## config.mk

```make
export PLATFORM = sky130hd
export DESIGN_NAME = fractal_sync_mp_rsp_q
export DESIGN_NICKNAME = d
export VERILOG_FILES = /design/src/rtl/fractal_sync_mp_rsp_q.sv
export SDC_FILE = /design/constraint.sdc
export NUM_CORES = 1
export LEC_CHECK = 0
export CORE_MARGIN = 10
export CORE_UTILIZATION = 57
export CTS_CLUSTER_DIAMETER = 60
export DETAILED_ROUTE_END_ITERATION = 12
export GPL_ROUTABILITY_DRIVEN = 0
export PLACE_DENSITY = 0.84
export SKIP_CTS_REPAIR_TIMING = 1
export SYNTH_ARGS = -nofsm -noshare
export SYNTH_HDL_FRONTEND = slang
export SYNTH_SLANG_ARGS = --single-unit
export TNS_END_PERCENT = 1
```

## constraint.sdc

```tcl
create_clock -name clk_i -period 4.55 [get_ports clk_i]
set_input_delay 0.6825 -clock clk_i [delete_from_list [all_inputs] [get_ports clk_i]]
set_output_delay 0.6825 -clock clk_i [all_outputs]
set_load 0.005 [all_outputs]
```

## src/rtl/fractal_sync_mp_rsp_q.sv

```systemverilog
// ---------------------------------------------------------------------------
// fractal_sync_mp_rsp_q
//
// Purpose: per-port response queues that sit behind the multi-port barrier
// CAM. When a port's check hits a line already present in the CAM, the
// barrier is complete. The signature and the merged back-routing mask
// (stored CAM mask OR the requester's own mask) are queued so that the
// response can be sent back to every participant at the consumer's pace.
// Each port has its own independent circular buffer.
//
// Ports (all per-port signals are indexed 0..N_PORTS-1):
//   clk_i, rst_i      clock (rising edge) and async active-high reset
//   check_i           port issued a CAM check this cycle
//   sig_valid_i       port signature is valid
//   sig_i             port signature as seen by the CAM
//   req_sd_i          requester's own source/destination mask
//   present_i         CAM present output (combinational) for the port
//   cam_sd_i          CAM stored back-routing mask for the port
//   rsp_valid_o       queue head valid
//   rsp_ready_i       consumer accepts the head
//   rsp_sig_o         head signature (0 when empty)
//   rsp_sd_o          head back-routing mask (0 when empty)
//   full_o            queue holds DEPTH entries (upstream stall hint)
//   overflow_o        sticky: a completion was dropped on a full queue
// ---------------------------------------------------------------------------

package fractal_sync_pkg;
  localparam int unsigned SD_WIDTH = 2;
endpackage

module fractal_sync_mp_rsp_q #(
  parameter int unsigned N_PORTS   = 2,
  parameter int unsigned SIG_WIDTH = 1,
  parameter int unsigned SD_WIDTH  = fractal_sync_pkg::SD_WIDTH,
  parameter int unsigned DEPTH     = 4
) (
  input  logic                 clk_i,
  input  logic                 rst_i,
  input  logic [N_PORTS-1:0]   check_i,
  input  logic [N_PORTS-1:0]   sig_valid_i,
  input  logic [SIG_WIDTH-1:0] sig_i       [N_PORTS],
  input  logic [SD_WIDTH-1:0]  req_sd_i    [N_PORTS],
  input  logic [N_PORTS-1:0]   present_i,
  input  logic [SD_WIDTH-1:0]  cam_sd_i    [N_PORTS],
  output logic [N_PORTS-1:0]   rsp_valid_o,
  input  logic [N_PORTS-1:0]   rsp_ready_i,
  output logic [SIG_WIDTH-1:0] rsp_sig_o   [N_PORTS],
  output logic [SD_WIDTH-1:0]  rsp_sd_o    [N_PORTS],
  output logic [N_PORTS-1:0]   full_o,
  output logic [N_PORTS-1:0]   overflow_o
);

  localparam int unsigned AW = $clog2(DEPTH);
  localparam int unsigned CW = AW + 1;
  localparam logic [CW-1:0] DEPTH_C = CW'(DEPTH);

  // Pointer wrap relies on natural overflow of AW-bit counters, so DEPTH
  // must be a power of two; a single-entry queue is not supported.
  if ((DEPTH < 2) || ((DEPTH & (DEPTH - 1)) != 0)) begin : g_depth_check
    $fatal(1, "fractal_sync_mp_rsp_q: DEPTH must be a power of 2 and >= 2");
  end

  typedef struct packed {
    logic [SIG_WIDTH-1:0] sig;
    logic [SD_WIDTH-1:0]  sd;
  } entry_t;

  for (genvar p = 0; p < N_PORTS; p++) begin : g_port
    entry_t        mem [DEPTH];
    logic [AW-1:0] rptr;
    logic [AW-1:0] wptr;
    logic [CW-1:0] count;
    logic          ovf;
    logic          head_valid;
    logic          completion;
    logic          pop;
    logic          push;
    logic          drop;

    assign head_valid = (count != '0);
    assign completion = check_i[p] & sig_valid_i[p] & present_i[p];
    assign pop        = head_valid & rsp_ready_i[p];
    // A full queue can still take a completion if the head leaves in the
    // same cycle; the slot being freed is reused by the write pointer.
    assign push       = completion & ((count != DEPTH_C) | pop);
    assign drop       = completion & ~push;

    always_ff @(posedge clk_i or posedge rst_i) begin
      if (rst_i) begin
        rptr  <= '0;
        wptr  <= '0;
        count <= '0;
        ovf   <= 1'b0;
        for (int i = 0; i < DEPTH; i++) begin
          mem[i] <= '0;
        end
      end else begin
        if (push) begin
          mem[wptr].sig <= sig_i[p];
          mem[wptr].sd  <= cam_sd_i[p] | req_sd_i[p];
          wptr          <= wptr + AW'(1);
        end
        if (pop) begin
          rptr <= rptr + AW'(1);
        end
        case ({push, pop})
          2'b10:   count <= count + CW'(1);
          2'b01:   count <= count - CW'(1);
          default: count <= count;
        endcase
        if (drop) begin
          ovf <= 1'b1;
        end
      end
    end

    // Outputs come only from registered state, so the event inputs have no
    // combinational path to the response side.
    assign rsp_valid_o[p] = head_valid;
    assign rsp_sig_o[p]   = head_valid ? mem[rptr].sig : '0;
    assign rsp_sd_o[p]    = head_valid ? mem[rptr].sd  : '0;
    assign full_o[p]      = (count == DEPTH_C);
    assign overflow_o[p]  = ovf;
  end

endmodule

```

==> qor.csv <==
metric,value,unit
fin_tns_setup,0,ps
reg2reg_to,g_port[0].count[2],
max_freq,0.3699,GHz
ir_worst_vdd,0.3245,mV
switchingPower,0.5263,mW
drv_cap,0,
hpwlAfterDp,3133,µm
power_density,671.5,nW/µm²
routed_wl,4018,µm
io_pins,32,
fillers,250,
p_leak,1.105,nW
fin_nets,231,
grt_max_degree,41,
drive_above_1_share,21.00,%
syn_nets,200,
rr_worst_depth,9,
hold_path_class,reg -> reg,
ff2ff_setup_slack,2310,ps
finalMaxSlewViolations,0,
cts_htree_levels,2,
path_class,reg -> out,
worst_setup_path_start_kind,flip-flop,
yosysWarnings,0,
clk_path_buf_depth,2,
worst_setup_path_end_kind,output port,
synth_top_area_cell,dfrtp_1,
cts-root-buf,clkbuf_4,
synthesis.area,2071,µm²
diodes,0,
first_pass_iters,5,
overflow,0,
netlist_instances,169,
cts_buffers,5,
grt_pass1_vias,1488,
yosysUniqueCellTypes,35,
fin_hold_ws,485.9,ps
crit_end,rsp_sd_o[1],
clock_latency,340,ps
ys_ff_latch,40,
grtUsageTotal,13.85,%
final_common_cell,dfrtp_1,
io_buffers,31,
internal-power,1.146,mW
netlist.area_leader.share,48.34,%
die_h,80.28,µm
p_clk_share,16.9,%
clk_pin_slew,110,ps
rsz0062_at_grt,no,
drcViolationCount,0,
startpoint,g_port[1].rptr[0],
cp.required,3870,ps
worstReg2RegStart,g_port[0].count[0],
slew-limit-headroom,65.67,%
syn_avg_cell_area,12.25,µm²
die-area,6444,µm²
drt.antenna.violating_nets,0,
setup_violations,0,
finalHoldViolations,0,
wl_per_cell,16.33,µm
rows,21,
seq_area_frac_synth,48.34,%
crit_arrival,2020,ps
cts_tree,done,
coreArea,3416,µm²
drt_iter0_drc,81,
cts.sinks,40,
grt_pass1_wl,7058,µm
sw_frac_of_total,31.48,%
synth.area.top_cells,"dfrtp_1, mux2_2, mux4_2",
seqPwrFrac,41.4,%
antenna_found_initial,0,
clock_skew,8.881,ps
finalCritPeriodShare,59.42,%
worstMarginPinSlew,511.0,ps
synthToLayoutAreaGrowth,20.24,%
min_period,2704,ps
combPwrFrac,41.8,%
path_max_fanout,5,
final_cell_mix,"dfrtp_1, clkdlybuf4s50_1, nand2_1",
dr_total_vias,1334,
status,"finished, final reports clean",
start_util,60.62,%
vias_per_cell,5.423,
die_w,80.28,µm
-- worst min-delay path by stage --
stage | cells past startpoint | to | start
floorplan | 1 | g_port[1].ovf | g_port[1].ovf
finish | 1 | g_port[1].ovf | g_port[1].ovf
global route | 1 | g_port[1].ovf | g_port[1].ovf
global placement | 1 | g_port[1].ovf | g_port[1].ovf
detailed placement | 1 | g_port[1].ovf | g_port[1].ovf
CTS | 1 | g_port[1].ovf | g_port[1].ovf
-- per-layer routing --
layer / routed length (µm) / part of all wire, % / GRT usage, % / vias to the layer above
met2: 2240 / 56 / 25.44 / 41
met5: 0 / 0 / 0 / -
met4: 65 / 1.6 / 5.634 / 0
met1: 1496 / 37 / 14.41 / 656
li1: - / - / - / 630
met3: 216 / 5.4 / 3.898 / 7
-- metrics by stage --
step | cells | setup WS [ps] | util (%) | instance area (µm²) | power, mW
3_3_place_gp | 239 | 1734 | 70.04 | 2392 | 1.345
5_1_grt | 246 | 1704 | 72.89 | 2490 | 1.798
6_report | 246 | 1846 | 72.89 | 2490 | 1.672
2_1_floorplan | 169 | 2265 | - | 2071 | 1.144
3_5_place_dp | 239 | 1659 | 70.04 | 2392 | 1.405
4_1_cts | 246 | 1804 | 72.89 | 2490 | 1.692
-- critical path, stage by stage, from the launching register on --
cell             delay (ps)
dfrtp_1                 520
mux4_2                  530
nor2b_1                 140
clkdlybuf4s50_1         490
-- final cells by class --
cell class / count / area [µm²] / share of cell area [%]
clock inverter: 2 / 60.06 / 2.412
clock buffer: 5 / 37.54 / 1.508
timing repair buffer: 32 / 317.8 / 12.76
multi-input combinational: 108 / 967.2 / 38.84
inverter: 13 / 48.80 / 1.960
tap: 46 / 57.56 / 2.312
sequential: 40 / 1001 / 40.20
-- cells by family after synthesis --
| logic type | synth area share, % |
|---|---|
| compound gates | 4.834 |
| xor+xnor | 4.653 |
| simple gates | 12.93 |
| fa+ha+maj | 7.372 |
| flops | 48.34 |
| mux | 16.92 |
| buf+inv | 4.955 |
-- state kept, by name (all words and copies together) (netlist names) --
| signal | flops |
|---|---|
| g_port.mem | 24 |
| g_port.count | 6 |
| g_port.rptr | 4 |
| g_port.wptr | 4 |
| g_port.ovf | 2 |
-- power by group through the flow --
| stage | Clock [mW] | Combinational, mW | Sequential [mW] |
|---|---|---|---|
| floorplan | 0 | 0.518 | 0.626 |
| global placement | 0 | 0.666 | 0.679 |
| detailed placement | 0 | 0.706 | 0.699 |
| CTS | 0.289 | 0.710 | 0.693 |
| global route | 0.303 | 0.775 | 0.720 |
| finish | 0.282 | 0.698 | 0.691 |
-- synth_stat cells (all sizes together) --
cell / instances
a41o: 1
dfrtp: 40
mux2i: 2
buf: 6
nor2b: 3
and3: 3
or2: 2
clkbuf: 2
nor2: 6
or3: 1
nand2: 16
nor4b: 2
o31ai: 1
mux4: 6
inv: 13
o31a: 1
or4b: 1
ha: 9
a21o: 1
mux2: 16
nor4: 1
nor3: 1
xor2: 3
fa: 2
a21oi: 2
and2: 4
o21ai: 10
nand3: 6
xnor2: 8
(Power assumes the default switching activity.)
